### config.mk
export PLATFORM = sky130hd
export DESIGN_NAME = hazard_ctrl
export DESIGN_NICKNAME = d
export VERILOG_FILES = /design/src/rtl/hazard_ctrl.sv
export SDC_FILE = /design/constraint.sdc
export NUM_CORES = 1
export LEC_CHECK = 0
export CAP_MARGIN = 15
export CORE_ASPECT_RATIO = 0.5
export CORE_UTILIZATION = 40
export DETAILED_ROUTE_END_ITERATION = 10
export PLACE_DENSITY_LB_ADDON = 0.05
export SLEW_MARGIN = 10
export SYNTH_ARGS = -nofsm -noshare
export SYNTH_HDL_FRONTEND = slang
export SYNTH_SLANG_ARGS = --single-unit
### constraint.sdc
create_clock -name CLK -period 2.95 [get_ports CLK]
set_input_delay 0.59 -clock CLK [delete_from_list [all_inputs] [get_ports CLK]]
set_output_delay 0.59 -clock CLK [all_outputs]
set_load 0.05 [all_outputs]
### src/rtl/hazard_ctrl.sv
// Pipeline hazard controller: load-use scoreboard, structural limit of three
// outstanding loads, memory-wait and branch-flush sequencing. Optional
// statistics counters are built only when HAZARD_STATS_EN is defined.
module hazard_ctrl (
  input  logic        CLK,
  input  logic        reset,
  input  logic        id_valid,
  input  logic [4:0]  id_rs1,
  input  logic [4:0]  id_rs2,
  input  logic        id_use_rs1,
  input  logic        id_use_rs2,
  input  logic        id_load,
  input  logic [4:0]  id_rd,
  input  logic        ld_done,
  input  logic [4:0]  ld_done_rd,
  input  logic        br_taken,
  input  logic        mem_busy,
  output logic        stall,
  output logic        bubble,
  output logic        flush,
  output logic        issue,
  output logic [31:0] pending,
  output logic [1:0]  state,
  output logic [31:0] stall_cycles,
  output logic [15:0] flush_count
);

  localparam logic [1:0] ST_RUN     = 2'd0;
  localparam logic [1:0] ST_HAZARD  = 2'd1;
  localparam logic [1:0] ST_MEMWAIT = 2'd2;
  localparam logic [1:0] ST_FLUSH   = 2'd3;

  logic [1:0]  state_q, state_d;
  logic [31:0] pending_q, pending_d;
  logic [1:0]  count_q, count_d;

  logic rs1_hit, rs2_hit, raw, struct_haz, load_set;
  logic [31:0] set_mask, clr_mask;

  // A register being written back this cycle is bypassed, so it never blocks.
  always_comb begin
    rs1_hit = id_use_rs1 && (id_rs1 != 5'd0) && pending_q[id_rs1] &&
              !(ld_done && (ld_done_rd == id_rs1));
    rs2_hit = id_use_rs2 && (id_rs2 != 5'd0) && pending_q[id_rs2] &&
              !(ld_done && (ld_done_rd == id_rs2));
    raw        = id_valid && (rs1_hit || rs2_hit);
    struct_haz = id_valid && id_load && (count_q == 2'd3);
    flush      = br_taken || (state_q == ST_FLUSH);
    stall      = !flush && (mem_busy || raw || struct_haz);
    bubble     = stall || flush;
    issue      = id_valid && !stall && !flush;
  end

  always_comb begin
    load_set  = issue && id_load && (id_rd != 5'd0);
    set_mask  = load_set ? (32'd1 << id_rd) : 32'd0;
    clr_mask  = ld_done ? (32'd1 << ld_done_rd) : 32'd0;
    pending_d = ((pending_q & ~clr_mask) | set_mask) & ~32'd1;
    count_d   = count_q;
    if (load_set && ld_done)
      count_d = count_q;
    else if (load_set)
      count_d = count_q + 2'd1;
    else if (ld_done && (count_q != 2'd0))
      count_d = count_q - 2'd1;
  end

  always_comb begin
    state_d = ST_RUN;
    if (br_taken)
      state_d = ST_FLUSH;
    else if (mem_busy)
      state_d = ST_MEMWAIT;
    else if (raw || struct_haz)
      state_d = ST_HAZARD;
  end

  always_ff @(posedge CLK or negedge reset) begin
    if (!reset) begin
      state_q   <= ST_RUN;
      pending_q <= 32'd0;
      count_q   <= 2'd0;
    end else begin
      state_q   <= state_d;
      pending_q <= pending_d;
      count_q   <= count_d;
    end
  end

  assign pending = pending_q;
  assign state   = state_q;

`ifdef HAZARD_STATS_EN
  logic [31:0] stall_cycles_q, stall_cycles_d;
  logic [15:0] flush_count_q, flush_count_d;

  // Stall counter wraps; flush counter saturates.
  always_comb begin
    stall_cycles_d = stall ? stall_cycles_q + 32'd1 : stall_cycles_q;
    flush_count_d  = flush_count_q;
    if (br_taken && (flush_count_q != 16'hFFFF))
      flush_count_d = flush_count_q + 16'd1;
  end

  always_ff @(posedge CLK or negedge reset) begin
    if (!reset) begin
      stall_cycles_q <= 32'd0;
      flush_count_q  <= 16'd0;
    end else begin
      stall_cycles_q <= stall_cycles_d;
      flush_count_q  <= flush_count_d;
    end
  end

  assign stall_cycles = stall_cycles_q;
  assign flush_count  = flush_count_q;
`else
  assign stall_cycles = 32'd0;
  assign flush_count  = 16'd0;
`endif

endmodule

== Word level (Yosys, flattened, before mapping) ==
Cells that the tools add are included.
Widths: inputs -> output; s select.

* Memory bits (read-only): 0
* Output and inout port bits: 86
* Memories kept: 0
* Register bits: 35
* Bits in latches: 0
* RAM bits: 0
* Logic and storage cells: 62

* Equal/unequal tests: 4
* Divide/modulo/power cells: 0
* Order comparisons: 2
* Add/sub/neg operators: 2
* Mux-type cells: 11
* Reduce and logical (&&, ||, !) cells: 34
* Shift operators: 2
* Multipliers: 0
* Bitwise operators: 4

{| class="wikitable"
|+ Operators by type and width
! cell !! number
|-
| $mux 32 || 2
|-
| $shl 1x5->32 const A || 2
|-
| $and 32x32->32 || 1
|-
| $not 32->32 || 1
|-
| $or 32x32->32 || 1
|-
| $logic_and 1x1->1 || 18
|-
| $reduce_bool 5->1 || 3
|-
| $lt 5x6->1 const B || 2
|-
| $bmux 1 s5 || 2
|-
| $eq 5x5->1 || 2
|-
| $mux 2 || 4
|-
| $logic_or 1x1->1 || 6
|-
| $eq 2x2->1 const B || 2
|-
| $logic_not 1->1 || 4
|-
| $reduce_bool 2->1 || 2
|-
| $mux 1 || 3
|-
| $add 2x1->2 const B || 1
|-
| $reduce_and 2->1 || 1
|-
| $sub 2x1->2 const B || 1
|-
| $not 1->1 || 1
|}

== Logic depth before layout (Yosys ltp) ==
Gate-level depths: netlist of the first run.

* Depth after elaboration: 17
* Mapped depth: 10
* Depth with buffers taken out: 7

== Least setup slack after synthesis of the first run ==
Ideal clock, no wire load.

* Path type: input port to output port
* Start: input port id_rs1[2]
* End: output port issue
* Path buffers: 2
* Path slack: -1.561 ns
* Stages on the path: 8
* Data arrival time: 3.921 ns
* Cells stage by stage: clkbuf_1 > buf_1 > mux4_2 > a21oi_1 > o22ai_1 > o21ai_1 > nand2_1 > nor4b_1

* Cells in the longest elaborated chain, start to end: 12

{| class="wikitable"
|+ RTL lines
! item !! line !! source
|-
| start, declared || 8 || <nowiki>input logic [4:0] id_rs1,</nowiki>
|-
| $bmux 1 s5, or another cell as far along || 42 || <nowiki>rs1_hit = id_use_rs1 && (id_rs1 != 5'd0) && pending_q[id_rs1] &&</nowiki>
|-
| $mux 1 (implied by the code), or another cell as far along || 42 ||
|-
| $logic_and 1x1->1 / $logic_not 1->1 (equally long branches) || 42, 43 ||
|-
| $logic_and 1x1->1 * || 42 ||
|-
| $logic_or 1x1->1 * || 46 || <nowiki>raw = id_valid && (rs1_hit || rs2_hit);</nowiki>
|-
| $logic_and 1x1->1 * || 46 ||
|-
| $logic_or 1x1->1 * (2 in series) || 49 || <nowiki>stall = !flush && (mem_busy || raw || struct_haz);</nowiki>
|-
| $logic_and 1x1->1 * || 49 ||
|-
| $logic_not 1->1 * || 51 || <nowiki>issue = id_valid && !stall && !flush;</nowiki>
|-
| $logic_and 1x1->1 * (2 in series) || 51 ||
|-
| end, declared || 21 || <nowiki>output logic issue,</nowiki>
|}

Mark *: on every way between the ends. The rest lies on a longest branch, timed or not. The select of a mux whose other input is x is not followed.

== Final worst setup path of the first run ==
* Start: register pending_q[27] (netlist: pending[27])
* End: output port issue

* Cells in the longest elaborated chain, start to end: 12

{| class="wikitable"
|+ RTL lines
! item !! line !! source
|-
| start, declared || 34 || <nowiki>logic [31:0] pending_q, pending_d;</nowiki>
|-
| start signal, assigned || 85 || <nowiki>pending_q <= pending_d;</nowiki>
|-
| $bmux 1 s5 (on tied branches) || 42, 44 ||
|-
| $mux 1 (on tied branches) || 42, 44 ||
|-
| $logic_and 1x1->1 (on tied branches) (2 in series) || 42, 44 ||
|-
| $logic_or 1x1->1 * || 46 ||
|-
| $logic_and 1x1->1 * || 46 ||
|-
| $logic_or 1x1->1 * (2 in series) || 49 ||
|-
| $logic_and 1x1->1 * || 49 ||
|-
| $logic_not 1->1 * || 51 ||
|-
| $logic_and 1x1->1 * (2 in series) || 51 ||
|}

Marked as above.

==> results of run 1 <==
power by group through the flow:
stage | sequential [mW] | clock, mW | combinational (mW)
floorplan | 0.594 | 0 | 0.352
global placement | 0.532 | 0 | 0.553
detailed placement | 0.533 | 0 | 0.557
CTS | 0.524 | 0.558 | 0.565
global route | 0.527 | 0.580 | 0.633
finish | 0.525 | 0.553 | 0.602
worst max-delay path: cells and delay by family (launching register included):
| kind | cells | cell delay [ps] |
|---|---|---|
| AND/OR/NAND/NOR | 3 | 480 |
| flip-flops | 1 | 450 |
| buffers and inverters | 1 | 170 |
| AO/OA/AOI/OAI | 2 | 410 |
| multiplexers | 2 | 750 |
state kept, by name, summed over array words and instances, names as in the netlist:
name / flops
pending: 31
count_q: 2
state: 2
per-layer routing:
metal,track usage,share of wire,up-vias
li1,-,-,1242
met1,0.392,0.45,1343
met2,0.354,0.44,163
met3,0.0465,0.10,9
met4,0.0437,0.0068,0
met5,0,0,-
worst paths after layout:
kind                                             start                      to  slack, ps  cells past startpoint
worst min-delay path            count_q[1]$_DFFE_PN0P_  count_q[1]$_DFFE_PN0P_        570                      2
worst max-delay path             pending[27]$_DFF_PN0_                   issue       -190                      8
min in group asynchronous                        reset  count_q[1]$_DFFE_PN0P_        730                      2
worst min register to register  count_q[1]$_DFFE_PN0P_  count_q[1]$_DFFE_PN0P_        570                      2
max in group asynchronous                        reset   pending[16]$_DFF_PN0_       1890                      2
worst max register to register   pending[27]$_DFF_PN0_    pending[1]$_DFF_PN0_        -30                      8
cell families (layout without fill, tap and decap cells):
logic type | Yosys count | count (layout)
buffers and inverters | 72 | 134
multiplexers | 26 | 26
other | 1 | 49
flip-flops | 35 | 35
AND/OR/NAND/NOR | 67 | 67
AO/OA/AOI/OAI | 87 | 87
XOR/XNOR | 10 | 10
timing repair:
| item | in CTS | in global routing |
|---|---|---|
| resized for setup | 26 | 43 |
| endpoints found under the hold margin | 0 | 0 |
| setup buffers | 3 | 3 |
| endpoints found under the setup margin | 35 | 21 |
| pin swaps | 11 | 18 |
| cloned | 0 | 2 |
stage by stage:
stage	power [mW]	util
2_1_floorplan	0.946	-
3_3_place_gp	1.09	0.563
3_5_place_dp	1.09	0.563
4_1_cts	1.65	0.592
5_1_grt	1.74	0.633
6_report	1.68	0.633
final cells by class:
type	instances	area [sq um]
Tap cell	92	115
Sequential cell	35	876
Fill cell	582	2520
Clock inverter	2	16.3
Timing Repair Buffer	122	1190
Inverter	4	15.0
Multi-Input combinational cell	239	2000
Clock buffer	6	139
synth_stat cells, types with 2 or more instances:
library cell	instances	area (sq um)
a21o_1	2	15.0
o21ai_0	32	160
or3b_2	3	26.3
buf_6	3	33.8
clkbuf_1	10	37.5
nor4_1	2	12.5
a2111oi_0	2	17.5
nand3_1	7	35.0
or2_2	7	43.8
xor2_1	8	70.1
nor3b_1	2	15.0
nor3_1	3	15.0
a41o_1	2	20.0
dfrtp_1	35	876
a31oi_1	2	12.5
xnor2_1	2	17.5
buf_1	3	11.3
mux2i_1	17	170
o41ai_1	2	17.5
buf_4	50	375
nand2b_1	2	12.5
o31ai_1	16	120
a21oi_1	3	15.0
a2111oi_4	2	55.1
buf_2	2	10.0
inv_1	3	11.3
o41ai_2	14	228
a22oi_1	2	15.0
nand2_1	13	48.8
mux4_2	8	180
nor2b_1	6	37.5
or3_1	3	18.8
nor2_1	5	18.8
nand3b_1	10	75.1
==> results.md, run 1 <==
- Status: finished with violations
- Failing checks: negative setup slack
- Worst Path Max Fanout: 3
- Clk buf depth: 2
- Crit path cell chain: mux4_2, mux2_4, a2111oi_4, a21oi_4, nand2_2, nand2_2, nor4b_4, buf_12
- Diode count: 0
- Detailed Route Iter0 Violations: ~230
- Min Clock Period, post-route: about 3100 ps
- Die height: around 63 um
- Most common cell after layout, fill and taps aside: clkdlybuf4s50_1
- Post-Synth Simple-Gate Area: 0.132
- Final-report setup violation count: 4
- CP Data Required Time: between 2000 and 2500 ps
- Switching power: 641 uW
- Pint: about 1.0 mW
- Final WS setup: -187 ps
- Root Driver: clkbuf_16
- Total track usage: 0.250
- Layout cells sized above 1: 0.338
- Clock Power Share: 0.329
- Area of placed instances: ~0.0039 sq mm
- Final GP Congestion: about 0.87
- Initial Util: 0.427
- Synth-to-layout area growth: 48.4%
- Vias in the first global route: approximately 2,600
- Core box area: 0.00688 sq mm
- Post-synthesis compound-gate area fraction: 0.251
- Post-synthesis mux area share: 0.123
- Gate count of the mapped netlist: around 300
- DRC Markers: 0
- CP max-delay cell: mux4_2
- Seq/Total Area, Yosys: 0.298
- Clk pin slew, worst setup/hold paths: 60 ps
- Final Hold Vio Count: 0
- Vias per cell: 5.51
- Slew Viols, Final: 0
- Slew @ Worst Pin: 514 ps
- IO buf count: 65
- IO Pins: approximately 120
- CP arrival: 2550 ps
- CTS tree: yes
- Reg power frac: 0.313
- Asr flop ratio synth: 1.00
- #FFs+latches synth: 35
- Number of routed nets with antenna violations: 0
- Detail Placement HPWL: about 7.2 mm
- CTS H-tree lvls: 2
- DR pass1 iterations: 4
- Cell Pwr Density: 386 mW/mm^2
- Max cap viols: 0
- Mapped cell area: about 0.0029 sq mm
- TritonCTS Sinks: 35
- Placed cell count: about 480
- Ys Warns: 0
- Dominant synthesized flop cell: dfrtp_1
- Pre-CTS setup slack: -739 ps
- RSZ-0062 raised after global routing: true
- Synth cell types: 49
- Clock Skew: approximately 7 ps
- Main combinational cell family by area after synthesis: compound AO/OA/AOI/OAI gates
- WL per Instance: ~19 um
- Crit. End Element: output port
- Gr ovfl total: 0
- Critical path's largest stage delay: about 470 ps
- Relative slew margins: 0.656
- Critical path type: register to output port
- First-pass GRT wire length: 14.3 mm
- Fin crit share: 1.06
- Leakage: 1.96 nW
- Startpoint Class: register
- Finished Cell Area: 0.00436 sq mm
- Vias: 2,757
- Total CTS buffers: 5
- Hold Path Class: register to register
- Peak VDD IR: roughly 0.31 mV
- Most frequent cells in the layout: clkdlybuf4s50_1, conb_1, buf_4
- Most common cell on crit path: nand2_2
- Post-Synth XOR/XNOR Area: 0.0298
- Max Freq: 319 MHz
- Syn_area_per_cell: roughly 9.9 sq um
- Area of the die: a little under 0.008 sq mm
- Non-filler cells, final: 500
- Final TNS setup: -496 ps
- Rows: 21
- Largest net degree at the start of global routing: 36
- Hold Worst Slack: ~570 ps
- Net switching fraction of the power: 0.382
- Logic pwr share: 0.358
- NumNets Final: between 400 and 500
- CTS Hold Bufs: 0
- Antenna violations before repair: 0
- Number of synthesized flops with an enable pin: 0
- Clk Latency, worst-skew pair: 280 ps
- Synth Area in Adders: 0
- Die width: 123 um
- Post-Route WL: around 9.5 mm
Note: power is estimated with default switching activity, not from simulation.
==> run 2: changes to the inputs <==
Settings changed: SLEW_MARGIN 10 to unset.
==> results of run 2 <==
Same layout as run 1: the final DEF is identical, and so are final timing and power.
==> variant 1, RTL diff (config.mk and constraints of run 1) <==
The option `HAZARD_STATS_EN` is turned on by a define.
--- a/src/rtl/hazard_ctrl.sv
+++ b/src/rtl/hazard_ctrl.sv
@@ -2,4 +2,6 @@
 // outstanding loads, memory-wait and branch-flush sequencing. Optional
 // statistics counters are built only when HAZARD_STATS_EN is defined.
+`define HAZARD_STATS_EN
+
 module hazard_ctrl (
   input  logic        CLK,
Function: changed (a bounded check fails within 4 cycles, from zero or initial values and one cycle with reset low).
==> variant 1 against run 1 <==
  * The flow still finishes with violations (negative setup slack)
  * Worst setup slack improved by 76 ps
  * Maximum frequency is 2.5% higher
  * Sequential cell count up 48
  * Design area increased by 55%
  * Power up 110%
  * Cell count is 54% higher
  * Area after synthesis increased by 63%
  * Routed wire length grew 43%
  * Largest cell class unchanged
  * Highest routed layer unchanged
==> variant 1: results (changes against run 1) <==
Global route
  – Vias in the first global route: 4147 (was 2592)
  – GR Layer Usage met3: 0.0651 (was 0.0465)
  – GRT busiest layer: met2 (was met1)
  – Largest net degree at the start of global routing: 45 (was 36)

Setup path
  – CP max stage delay: 380 ps (was 470 ps)
  – CP max-delay cell: or3_4 (was mux4_2)
  – Reg2Reg Setup Slack: 470 ps (was -30 ps)
  – FF-to-FF End: pending[26]$_DFF_PN0_ (was pending[1]$_DFF_PN0_)
  – Reg-to-Reg Start: pending[8]$_DFF_PN0_ (was pending[27]$_DFF_PN0_)

Logic synthesis
  – Post-synthesis cell area: 0.00480 sq mm (was 0.00294 sq mm)
  – Register area share after synthesis: 0.433 (was 0.298)
  – Synth unique cells: 61 (was 49)
  – Top post-synthesis cells by count: 83 x dfrtp_1, 46 x xnor2_1, 42 x o21ai_0, 25 x nand2_1, 22 x o211ai_1 (was 50 x buf_4, 35 x dfrtp_1, 32 x o21ai_0, 17 x mux2i_1, 16 x o31ai_1)

Run status
  – Failing checks: negative setup slack (unchanged)
  – Outcome: finished with violations (unchanged)

Timing
  – Worst setup margin: -111 ps (was -187 ps)
  – Tightest Pin Transition: 537 ps (was 514 ps)
  – Setup TNS Final: -152 ps (was -496 ps)
  – Final setup fails: 3 (was 4)

Routing
  – Met3 wire length: 956 microns (was 965 microns)
  – Met1 WL: 6220 microns (was 4310 microns)
  – Met2 routed WL: 6300 microns (was 4160 microns)

Placed design
  – Placer Congestion: 0.841 (was 0.865)
  – Port Buffers: 113 (was 65)
  – DP Cell Count: 752 (was 484)

Power
  – Clk pwr: 1.12 mW (was 0.553 mW)
  – Switching power: 1.24 mW (was 0.641 mW)
  – Sequential share of power: 0.385 (was 0.313)
  – Maximum vdd drop: 603 uV (was 306 uV)

Hold path
  – Min-Delay Path Class: input pin to async pin (was flip-flop to flip-flop)

Clock tree
  – CTS Buf Count: 9 (was 5)
  – H-tree Lvls: 3 (was 2)
  – Clock Latency Late Sink: 340 ps (was 280 ps)

Layout
  – Layout cell share with drive strength beyond 1: 0.216 (was 0.338)
  – Final std cells w/o fill: 770 (was 500)
  – Nets: 638 (was 436)
-- variant 1: layout make-up --
cell class                      instances  area share
Tap cell                              159      0.0295
Inverter                               15     0.00834
Clock inverter                          6      0.0100
Multi-Input combinational cell        337       0.383
Clock buffer                            9      0.0334
Sequential cell                        83       0.308
Timing Repair Buffer                  161       0.228
-- variant 1: metrics by stage --
stage	util	hold slack (ps)
3_5_place_dp	0.562	479
5_1_grt	0.596	256
3_3_place_gp	0.562	474
2_1_floorplan	-	294
6_report	0.596	225
4_1_cts	0.594	240
-- variant 1: cell families after synthesis --
logic type / share of synthesized area
flip-flops: 0.433
AND/OR/NAND/NOR: 0.165
AO/OA/AOI/OAI: 0.167
adder cells (fa/ha/maj): 0.00521
buffers and inverters: 0.0446
XOR/XNOR: 0.102
multiplexers: 0.0821
other: 0.000781
-- variant 1: repair_timing --
item	in CTS	in global routing
gates resized for setup	55	8
pin swaps	12	5
gates cloned	1	0
setup endpoints to repair	7	3
setup buffers	3	0
-- variant 1: worst min path at each step --
stage	startpoint	endpoint	slack (ps)	depth (start not counted)
global route	reset	stall_cycles[13]$_DFFE_PN0P_	260	1
CTS	reset	stall_cycles[13]$_DFFE_PN0P_	240	1
detailed placement	stall_cycles[5]$_DFFE_PN0P_	stall_cycles[5]$_DFFE_PN0P_	480	1
floorplan	reset	count_q[0]$_DFFE_PN0P_	290	0
finish	reset	stall_cycles[13]$_DFFE_PN0P_	230	1
global placement	flush_count[10]$_DFFE_PN0P_	flush_count[10]$_DFFE_PN0P_	470	1
-- variant 1: worst max-delay path: cells and delay by family --
| family | cells | cell delay (ps) |
|---|---|---|
| AO/OA/AOI/OAI | 3 | 440 |
| buffers and inverters | 3 | 370 |
| AND/OR/NAND/NOR | 3 | 1070 |
==> variant 2, RTL diff (flow settings as in run 1) <==
Made on the original files. Take the reset off `pending_q` and load it in a clocked block of its own.
--- a/src/rtl/hazard_ctrl.sv
+++ b/src/rtl/hazard_ctrl.sv
@@ -79,11 +79,13 @@
     if (!reset) begin
       state_q   <= ST_RUN;
-      pending_q <= 32'd0;
       count_q   <= 2'd0;
     end else begin
       state_q   <= state_d;
-      pending_q <= pending_d;
       count_q   <= count_d;
     end
+  end
+
+  always_ff @(posedge CLK) begin
+    pending_q <= pending_d;
   end
 
Check against the original RTL: not equivalent (Yosys sat finds a counterexample within 4 cycles, from zero or initial values and one cycle with reset low).
==> variant 2 against run 1 <==
  * The flow still finishes with violations (negative setup slack)
  * Count of clock-buffer cells in the layout did not move
  * Worst setup slack got worse by 6.3 ps
  * Sequential cell count did not move
  * Design area fell by 4.9%
  * Die area fell by 5.2%
  * Combinational power fell by 2%
  * Power fell by 3.1%
  * Routed wire length fell by 3.5%
  * Cell count rose by 0.20%
  * Area after synthesis fell by 5.3%
  * First-iteration DRC count fell by 5.3%
  * Largest power group unchanged
==> variant 2: results (changes against run 1) <==
Run status
  – Outcome: finished with violations (unchanged)
  – Failing checks: negative setup slack (unchanged)

Global route
  – First-pass GRT wire length: 13000 microns (was 14300 microns)
  – Vias in the first global route: 2358 (was 2592)
  – Largest net degree at the start of global routing: 26 (was 36)
  – All-Layer GR Usage: 0.244 (was 0.250)

Layout
  – Layout cell share with drive strength beyond 1: 0.318 (was 0.338)
  – Max reg flops: 31 (unchanged)
  – Nets: 437 (was 436)
  – # diodes: 0 (unchanged)
  – Fill cells: 563 (was 582)

Timing
  – Final setup fails: 3 (was 4)
  – Slew HR: 0.642 (was 0.656)
  – Setup TNS Final: -338 ps (was -496 ps)
  – Worst setup margin: -193 ps (was -187 ps)
  – Worst Clk Skew: 6.40 ps (was 7.18 ps)

Setup path
  – Critical path arrival: 2550 ps (about the same)
  – R2R depth: 9 (was 8)
  – Reg-to-Reg Start: pending[31]$_DFF_P_ (was pending[27]$_DFF_PN0_)
  – Crit path from: id_rs2[1] (was pending[27]$_DFF_PN0_)
  – Reg2Reg Setup Slack: 70 ps (was -30 ps)
  – FF-to-FF End: pending[25]$_DFF_P_ (was pending[1]$_DFF_PN0_)
  – CP max stage delay: 490 ps (was 470 ps)
  – Max FO, Critical Path: 4 (was 3)
  – CP delay by family, top: multiplexers (unchanged)

Clock tree
  – Clock transition at path regs: ~50 ps
  – H-tree Lvls: 2 (unchanged)
  – Clock Latency Late Sink: just under 300 ps

Power
  – Switching power: 0.618 mW (was 0.641 mW)
  – Maximum vdd drop: 235 uV (was 306 uV)
  – Leak: 1.74 nW (was 1.96 nW)

Logic synthesis
  – Synth Flop Type: dfxtp_1 (was dfrtp_1)
  – Register area share after synthesis: 0.259 (was 0.298)
  – Synth unique cells: 50 (was 49)
  – Top cells by area, synth: dfxtp_1 22%, buf_4 13%, o41ai_2 8.2%, mux4_2 6.5%, mux2i_1 6.1% (was dfrtp_1 30%, buf_4 13%, o41ai_2 7.8%, mux4_2 6.1%, mux2i_1 5.8%)
  – Top post-synthesis cells by count: 50 x buf_4, 32 x o21ai_0, 31 x dfxtp_1, 17 x mux2i_1, 16 x o31ai_1 (was 50 x buf_4, 35 x dfrtp_1, 32 x o21ai_0, 17 x mux2i_1, 16 x o31ai_1)
  – Async set-reset flop share out of synthesis: 0.114 (was 1.00)

Routing
  – Drt first pass iters: 5 (was 4)
  – Avg WL per Cell: 18.3 microns (was 19.0 microns)
  – DR vias: 2711 (was 2757)
  – Initial drt markers: 213 (was 225)

Placed design
  – Dpl hpwl: 6910 microns (was 7180 microns)
  – Port Buffers: 65 (unchanged)
  – Placer Congestion: 0.867 (was 0.865)

Hold path
  – Min-Delay Path Class: input pin to async pin (was flip-flop to flip-flop)
==> variant 2: changes by cell type after synthesis, sizes merged <==
cell / delta
dfrtp: -31
dfxtp: +31
==> variant 2: final cells by class <==
class | instances | area share
inverters | 4 | 0.00362
clock buffers | 6 | 0.0311
clock inverters | 2 | 0.00272
well taps | 92 | 0.0278
multi-input cells | 239 | 0.467
flip-flops and latches | 35 | 0.174
repair buffers | 123 | 0.294
==> variant 2: logic make-up after synthesis <==
| logic type | count (synthesis) | share of synthesized area |
|---|---|---|
| compound gates | 87 | 0.265 |
| xor+xnor | 10 | 0.0315 |
| buf+inv | 72 | 0.174 |
| flops | 35 | 0.259 |
| mux | 26 | 0.130 |
| other cells | 1 | 0.00135 |
| simple gates | 67 | 0.139 |
==> variant 2: metrics by stage <==
step	worst slack, ps	hold slack (ps)	area [sq um]	power, mW	cells
floorplan	-315	294	3020	0.942	346
global placement	-788	522	3720	1.07	480
detailed placement	-852	509	3720	1.08	480
CTS	-200	507	3960	1.61	495
global route	-279	509	4140	1.69	501
finish	-193	509	4140	1.63	501
==> variant 2: per-layer routing <==
metal	vias up	GRT usage	share of wire
met5	-	0	0
met4	0	0.0589	0.013
met3	13	0.0658	0.090
met2	152	0.374	0.44
met1	1305	0.342	0.45
li1	1241	-	-
==> variant 2: worst min path at each step <==
stage | startpoint | endpoint
2_1_floorplan | reset | count_q[0]$_DFFE_PN0P_
3_3_place_gp | count_q[1]$_DFFE_PN0P_ | count_q[1]$_DFFE_PN0P_
3_5_place_dp | pending[6]$_DFF_P_ | pending[6]$_DFF_P_
4_1_cts | reset | state[0]$_DFF_PN0_
5_1_grt | reset | state[0]$_DFF_PN0_
6_report | reset | count_q[1]$_DFFE_PN0P_
==> variant 2: worst register-to-register path, cell delays in order (launching register included) <==
cell and delay [ps]:
dfxtp_1 350, mux4_2 490, mux2_4 290, a2111oi_4 390, a21oi_4 60, buf_4 150
a2111oi_4 370, nand2_4 180, buf_12 190, o41ai_4 310
==> variant 2: timing repair <==
action                     4_1_cts  5_1_grt
setup endpoints to repair       36       29
hold buffers                     0        0
resized for setup               31       24
buffers inserted                 7        4
pin swaps                       10       15
gates cloned                     0        3
==> variant 2: power by group through the flow <==
stage / sequential, mW / combinational [mW] / clock, mW
6_report: 0.519 / 0.590 / 0.520
5_1_grt: 0.521 / 0.617 / 0.551
4_1_cts: 0.518 / 0.564 / 0.526
3_5_place_dp: 0.527 / 0.549 / 0
3_3_place_gp: 0.528 / 0.544 / 0
2_1_floorplan: 0.591 / 0.351 / 0
